===== src/rtl/change_dispense_ctrl.sv =====
// Change payout controller: greedy coin selection over four denominations with
// per-denomination inventory, refill, ack timeout and short-change reporting.
module change_dispense_ctrl #(
  parameter int CW       = 8,
  parameter int INV_INIT = 8,
  parameter int ACK_TO   = 15
) (
  input  logic          clk,
  input  logic          reset,
  input  logic          req,
  input  logic [CW-1:0] amount,
  output logic          disp_valid,
  output logic [1:0]    disp_sel,
  input  logic          disp_ack,
  input  logic          refill,
  input  logic [1:0]    refill_sel,
  input  logic [3:0]    refill_cnt,
  output logic          busy,
  output logic          done,
  output logic          short_err,
  output logic          fault,
  output logic [CW-1:0] remaining,
  output logic [3:0]    empty_mask
);

  localparam int WW = (ACK_TO < 2) ? 1 : $clog2(ACK_TO + 1);

  typedef enum logic [1:0] {IDLE, SELECT, DISPENSE, FAULT} state_t;

  state_t          state, state_nxt;
  logic [7:0]      inv [4];
  logic [WW-1:0]   wait_cnt;
  logic            pick_ok;
  logic [1:0]      pick_sel;
  logic            ack_hit;
  logic            timeout;

  function automatic logic [CW-1:0] denom(input logic [1:0] sel);
    case (sel)
      2'd0:    denom = CW'(1);
      2'd1:    denom = CW'(2);
      2'd2:    denom = CW'(5);
      default: denom = CW'(10);
    endcase
  endfunction

  // Net inventory update, saturating at 255; decrement at 0 cannot occur.
  function automatic logic [7:0] inv_sat(input logic [7:0] cur, input logic dec,
                                         input logic [3:0] add);
    logic [8:0] sum;
    sum = {1'b0, cur} + {5'b0, add} - {8'b0, dec};
    inv_sat = (sum > 9'd255) ? 8'hff : sum[7:0];
  endfunction

  assign ack_hit = (state == DISPENSE) && disp_ack;
  assign timeout = (state == DISPENSE) && !disp_ack && (wait_cnt == WW'(ACK_TO - 1));

  // Ascending scan so the largest qualifying denomination wins.
  always_comb begin
    pick_ok  = 1'b0;
    pick_sel = 2'd0;
    for (int i = 0; i < 4; i++) begin
      if (inv[i] != 8'd0 && denom(2'(i)) <= remaining) begin
        pick_ok  = 1'b1;
        pick_sel = 2'(i);
      end
    end
  end

  always_ff @(posedge clk or posedge reset) begin
    if (reset) state <= IDLE;
    else       state <= state_nxt;
  end

  always_comb begin
    state_nxt = state;
    case (state)
      IDLE:     if (req) state_nxt = SELECT;
      SELECT: begin
        if (remaining == '0)  state_nxt = IDLE;
        else if (pick_ok)     state_nxt = DISPENSE;
        else                  state_nxt = IDLE;
      end
      DISPENSE: begin
        if (disp_ack)         state_nxt = SELECT;
        else if (timeout)     state_nxt = FAULT;
      end
      default:                state_nxt = FAULT;
    endcase
  end

  always_comb begin
    disp_valid = (state == DISPENSE);
    busy       = (state != IDLE);
    fault      = (state == FAULT);
  end

  always_ff @(posedge clk or posedge reset) begin
    if (reset) begin
      remaining <= '0;
      wait_cnt  <= '0;
      disp_sel  <= 2'd0;
      done      <= 1'b0;
      short_err <= 1'b0;
    end else begin
      done      <= (state == SELECT) && (remaining == '0);
      short_err <= (state == SELECT) && (remaining != '0) && !pick_ok;
      if (state == IDLE && req)
        remaining <= amount;
      else if (ack_hit)
        remaining <= remaining - denom(disp_sel);
      if (state == SELECT && pick_ok) begin
        disp_sel <= pick_sel;
        wait_cnt <= '0;
      end else if (state == DISPENSE && !disp_ack) begin
        wait_cnt <= wait_cnt + 1'b1;
      end
    end
  end

  always_ff @(posedge clk or posedge reset) begin
    if (reset) begin
      for (int i = 0; i < 4; i++) inv[i] <= 8'(INV_INIT);
    end else begin
      for (int i = 0; i < 4; i++)
        inv[i] <= inv_sat(inv[i], ack_hit && (disp_sel == 2'(i)),
                          (refill && refill_sel == 2'(i)) ? refill_cnt : 4'd0);
    end
  end

  always_comb begin
    for (int i = 0; i < 4; i++) empty_mask[i] = (inv[i] == 8'd0);
  end

endmodule


===== config.mk =====
export PLATFORM = sky130hd
export DESIGN_NAME = change_dispense_ctrl
export DESIGN_NICKNAME = d
export VERILOG_FILES = /design/src/rtl/change_dispense_ctrl.sv
export SDC_FILE = /design/constraint.sdc
export NUM_CORES = 1
export LEC_CHECK = 0
export CAP_MARGIN = 25
export CORE_MARGIN = 5
export CORE_UTILIZATION = 40
export DETAILED_ROUTE_END_ITERATION = 10
export GPL_TIMING_DRIVEN = 0
export PLACE_DENSITY_LB_ADDON = 0.15
export SLEW_MARGIN = 30
export SYNTH_ARGS = -nofsm -noshare
export SYNTH_HDL_FRONTEND = slang
export SYNTH_SLANG_ARGS = --single-unit

===== constraint.sdc =====
create_clock -name clk -period 3.7 [get_ports clk]
set_input_delay 0.37 -clock clk [delete_from_list [all_inputs] [get_ports clk]]
set_output_delay 0.37 -clock clk [all_outputs]
set_load 0.05 [all_outputs]

Yosys cells after proc, flatten, opt, wreduce, memory -nomap -nowiden
Index checks and enable logic that the tools add are counted.
{"block": "op_classes", "addsub": 10, "n_lt_le_gt_ge": 8, "n_eq_ne": 12, "n_mux": 28, "reduce_logical": 39}
{"cell": "$mux W8", "n": 8}
{"cell": "$logic_not A8 Y1", "n": 5}
{"cell": "$reduce_bool A8 Y1", "n": 5}
{"cell": "$add A8 B4 Y9", "n": 4}
{"cell": "$gt A9 B8 Y1 const B", "n": 4}
{"cell": "$sub A9 B1 Y9", "n": 4}
{"cell": "$mux W4", "n": 6}
{"cell": "$logic_and A1 B1 Y1", "n": 20}
{"cell": "$mux W2", "n": 7}
{"cell": "$eq A2 B2 Y1 const B", "n": 6}
{"cell": "$pmux W4 S3", "n": 1}
{"cell": "$le A1 B8 Y1 const A", "n": 1}
{"cell": "$le A2 B8 Y1 const A", "n": 1}
{"cell": "$le A3 B8 Y1 const A", "n": 1}
{"cell": "$le A4 B8 Y1 const A", "n": 1}
{"cell": "$sub A8 B8 Y8", "n": 1}
{"cell": "$eq A2 B1 Y1 const B", "n": 3}
{"cell": "$logic_not A2 Y1", "n": 3}
{"cell": "$pmux W2 S3", "n": 1}
{"cell": "$reduce_bool A2 Y1", "n": 3}
{"cell": "$mux W1", "n": 5}
{"cell": "$add A4 B1 Y4 const B", "n": 1}
{"cell": "$eq A4 B4 Y1 const B", "n": 1}
{"cell": "$ne A3 B1 Y1 const B", "n": 1}
{"cell": "3 further kinds", "n": 4}
{"block": "totals", "reg_bits": 50, "input_bits": 19, "wordCells": 107}

Logic depth before layout (Yosys ltp)
{"block": "logic_depth", "ltp_word": 9, "ltp_mapped": 12, "ltp_nobuf": 12}

Least setup slack after synthesis
No wires, ideal clock.
{"block": "synth_timing", "kind": "register to register", "from": "reg disp_sel[0]", "to": "reg inv[12] in the netlist's numbering", "setup_time_ns": 0.152, "arrival_ns": 2.950, "slack_ns": 0.599, "path_stages_with_launch": 13, "period_less_slack_ns": 3.101, "cell_sequence": "dfrtp_1 -> inv_1 -> nand2_1 -> nor2_1 -> ha_1 -> inv_1 -> ha_1 -> fa_1 -> a211oi_1 -> o21ai_0 -> a31oi_1 -> xnor2_1 -> o21ai_0"}
{"block": "synth_between", "elab_chain_len": 5}
{"item": "start, declared", "line_no": "13", "rtl": "output logic [1:0] disp_sel,"}
{"item": "start signal, assigned", "line_no": "113", "rtl": "disp_sel <= pick_sel;"}
{"item": "$eq A2 B2 Y1 (*)", "line_no": "126", "rtl": "inv[i] <= inv_sat(inv[i], ack_hit && (disp_sel == 2'(i)),"}
{"item": "$logic_and A1 B1 Y1 (*)", "line_no": "126"}
{"item": "$sub A9 B1 Y9 (*)", "line_no": "51", "rtl": "sum = {1'b0, cur} + {5'b0, add} - {8'b0, dec};"}
{"item": "$gt A9 B8 Y1", "line_no": "52", "rtl": "inv_sat = (sum > 9'd255) ? 8'hff : sum[7:0];"}
{"item": "$mux W8 (*)", "line_no": "52"}
{"item": "end signal, assigned by index", "line_no": "126"}
{"item": "end, declared", "line_no": "31", "rtl": "logic [7:0] inv [4];"}
Mark *: on every way between the ends. The rest lies on a longest branch, timed or not.
A chain may end at the register's enable or synchronous reset.

Final worst setup path
{"block": "layout_timing", "from": "in refill_sel[1]", "to": "reg inv[12] in the netlist's numbering"}
{"block": "layout_between", "elab_chain_len": 7}
{"item": "start, declared", "line_no": "16", "rtl": "input logic [1:0] refill_sel,"}
{"item": "$eq A2 B2 Y1 (*)", "line_no": "127", "rtl": "(refill && refill_sel == 2'(i)) ? refill_cnt : 4'd0);"}
{"item": "$logic_and A1 B1 Y1 (*)", "line_no": "127"}
{"item": "$mux W4 (*)", "line_no": "127"}
{"item": "$add A8 B4 Y9 (*)", "line_no": "51"}
{"item": "$sub A9 B1 Y9 (*)", "line_no": "51"}
{"item": "$gt A9 B8 Y1", "line_no": "52"}
{"item": "$mux W8 (*)", "line_no": "52"}
Marks and branches as above.

==> summary.md <==
| Metric | Value |
|---|---|
| Sequential share of power | `23.7%` |
| Antenna diode count | `0` |
| Synthesis Warnings | `0` |
| Comb power frac | `64.8%` |
| Die height | `111 µm` |
| Drt first pass iters | `4` |
| Area grow syn2layout | `18.2%` |
| GRT overflow | `0` |
| Clock transition at path regs | `110 ps` |
| Endpoints failing setup | `0` |
| Avg Inst Size Synth | `8.73 µm²` |
| Die area | `12200 µm²` |
| Gate count of the mapped netlist | `464` |
| Core area | `9820 µm²` |
| Final Max Tran Viols | `0` |
| Worst vdd ir | `0.390 mV` |
| Seq cells post-synth | `50` |
| Drt via density | `5.03` |
| Pint | `2230 µW` |
| Antenna-violating nets left | `0` |
| Most common cell after layout, fill and taps aside | `inv_1` |
| Post-route minimum period | `3430 ps` |
| Final Skew | `9.10 ps` |
| Wirelength per Cell | `13.4 µm` |
| Max-Cap Viols | `0` |
| Worst path bufs/invs | `2` |
| Fmax | `291 MHz` |
| Status | `finished clean` |
| Crit. End Element | `flip-flop` |
| Element type at the critical path start | `primary input` |
| PwrDens | `869 nW/µm²` |
| Post-synthesis simple-gate area fraction | `17.7%` |
| CTS sink cnt | `50` |
| First-pass GRT wire length | `15200 µm` |
| CTS tree | `done` |
| Register area share after synthesis | `31.0%` |
| Fin nets | `596` |
| Dpl ws | `-435 ps` |
| Compound-gate portion of the synthesized area | `16.9%` |
| Vias | `3237` |
| Non-Filler Instances | `644` |
| Sw Pwr | `1940 µW` |
| Synthesized Nets | `550` |
| CTS Buffer Depth | `2` |
| # fillers | `959` |
| Gp weighted congestion | `0.822` |
| Cell variety after synth | `51` |
| Max-Slew Margin vs Limit | `51.2%` |
| Largest family of logic cells by synthesized area | `adder cells` |
| Adder-Cell Fraction of Synth Area | `21.6%` |
| Switching Share | `46.5%` |
| Final period util | `92.8%` |
| CP Max Fanout | `8` |
| Chip width | `111 µm` |
| Most frequent cells in the layout | `74 x inv_1, 62 x ha_1, 48 x nand2_1` |
| CP required | `3860 ps` |
| EDFF count, synth | `0` |
| Slowest CP cell | `clkdlybuf4s50_1` |
| Total CTS buffers | `5` |
| Layout cells sized above 1 | `5.87%` |
| Total GRT Usage | `14.6%` |
| Crit path kind | `primary input to flip-flop` |
| Post-synth design cell area | `4050 µm²` |
| Finished Cell Area | `4790 µm²` |
| Final HPWL DP | `6910 µm` |
| Largest net degree at the start of global routing | `44` |
| Vias in the first global route | `3304` |
| DP Area | `4620 µm²` |
| Root buf cell | `clkbuf_8` |
| Drc violations | `0` |
| Critical Path AT | `3590 ps` |
| Max incr delay on CP | `530 ps` |
| Final core occ | `48.8%` |
| Port Buffer Count | `37` |
| Rows | `36` |
| Final worst slack | `267 ps` |
| Family with the most delay on the worst path | `compound AO/OA/AOI/OAI gates` |
| Unrepaired setup endpoints after global routing | `false` |
| Clk pwr share | `11.5%` |
| Initial antenna violation count | `0` |
| Leak pwr | `0.00229 µW` |
| H-Tree Level Count | `2` |
| Post-synthesis mux area share | `0.896%` |
| IO Count | `38` |
| XOR/XNOR Fraction of Synth Area | `4.76%` |
| Insertion delay to the later sink of the worst-skew pair | `310 ps` |
| HP Class | `primary input to async pin` |
| Worst slew pin tran | `730 ps` |
| WL final | `8610 µm` |
| Initial drt markers | `97` |
| Prevailing post-synth register cell | `dfrtp_1` |
| CP Cell Sequence | `clkdlybuf4s50_1 -> nand2_1 -> nor2_1 -> nand2_1 -> ha_1 -> inv_1 -> ha_1 -> fa_1 -> a211oi_1 -> o21ai_0 -> a31oi_1 -> xnor2_1 -> o21ai_0` |
| Cells after DPL | `635` |
| Hold Fails Final Rpt | `0` |
| FFs w/ async S/R, synth | `100%` |
| Initial Util | `41.3%` |
-- synthesized netlist by cell type, drive strengths merged, types with 3 or more instances --
library cell  instances  area share, %
dfstp                 4            2.6
dfrtp                46             28
o21ai                33            4.1
nand2                48            4.4
o21a                  7            1.3
a21oi                14            1.8
xor2                  7            1.5
xnor2                15            3.2
nor2b                 9            1.4
fa                    5            2.5
or2                   3           0.46
nor3                  9            1.1
nor3b                 4           0.74
nor4                  4           0.62
ha                   62             19
inv                  75            6.9
nor2                 25            2.3
and2                  3           0.46
nand2b               17            2.6
a21o                 11            2.0
o21bai                7            1.3
nand3                 6           0.74
or4                   4           0.93
a211oi               14            2.6
-- sequential cells by signal (all words and copies together), names as in the netlist --
| name | flops |
|---|---|
| short_err | 1 |
| wait_cnt | 4 |
| disp_sel | 2 |
| inv | 32 |
| state | 2 |
| remaining | 8 |
| done | 1 |
-- repair_timing --
action | in CTS | in global routing
buffers inserted | 0 | 2
resized for setup | 1 | 2
cloned | 0 | 0
endpoints found under the setup margin | 6 | 29
pin swaps | 0 | 1
hold buffers | 0 | 0
-- per-layer routing --
layer | vias to the layer above | part of all wire (%) | GRT usage (%)
li1 | 1671 | - | -
met1 | 1506 | 49 | 19.1
met2 | 53 | 46 | 25.0
met3 | 7 | 3.3 | 2.68
met4 | 0 | 1.0 | 3.37
met5 | - | 0 | 0
-- metrics by stage --
step                      total power [µW]  TNS (ps)  hold slack, ps
final                                 4160         0             290
after CTS                             4190         0             288
after detailed placement              3680     -7680             541
after global placement                3610     -7670             526
after floorplan                       3060         0             486
after global routing                  4610         0             285
-- logic make-up after synthesis --
group                    Yosys count
XOR/XNOR                          22
AND/OR/NAND/NOR                  142
adder cells (fa/ha/maj)           67
AO/OA/AOI/OAI                    103
buffers and inverters             77
flip-flops                        50
multiplexers                       3
-- worst register-to-register path: stages, from the launching register on --
cell	delay, ps
dfrtp_1	470
nand3b_1	360
nor2_1	250
ha_1	160
inv_1	40
ha_1	220
fa_1	440
a211oi_1	420
o21ai_0	180
a31oi_1	280
xnor2_2	250
o21ai_0	160
-- path summary, 6_finish.rpt --
check                              startpoint       to  slack (ps)  depth (start not counted)
worst min-delay path                    reset   inv[2]         290                          2
worst max register to register       state[0]   inv[4]         350                         11
min in group clk                 remaining[0]     done         560                          1
max in group asynchronous               reset  inv[27]        2900                          3
worst min register to register   remaining[0]     done         560                          1
worst max-delay path            refill_sel[1]  inv[12]         270                         13
-- power by group through the flow --
stage          Sequential [µW]  Clock (µW)  Combinational (µW)
6_report                   986         480                2700
5_1_grt                   1020         516                3070
4_1_cts                    986         495                2710
3_5_place_dp               999           0                2680
3_3_place_gp               999           0                2610
2_1_floorplan             1130           0                1920
-- cell type report --
cell class | instances | area (µm²) | area share, %
repair buffers | 40 | 413 | 8.63
inverters | 75 | 284 | 5.93
clock buffers | 5 | 68.8 | 1.44
plain buffers | 1 | 3.75 | 0.0784
multi-input cells | 337 | 2530 | 52.8
clock inverters | 3 | 68.8 | 1.44
flip-flops and latches | 50 | 1260 | 26.2
well taps | 133 | 166 | 3.48
(Power assumes the default switching activity.)
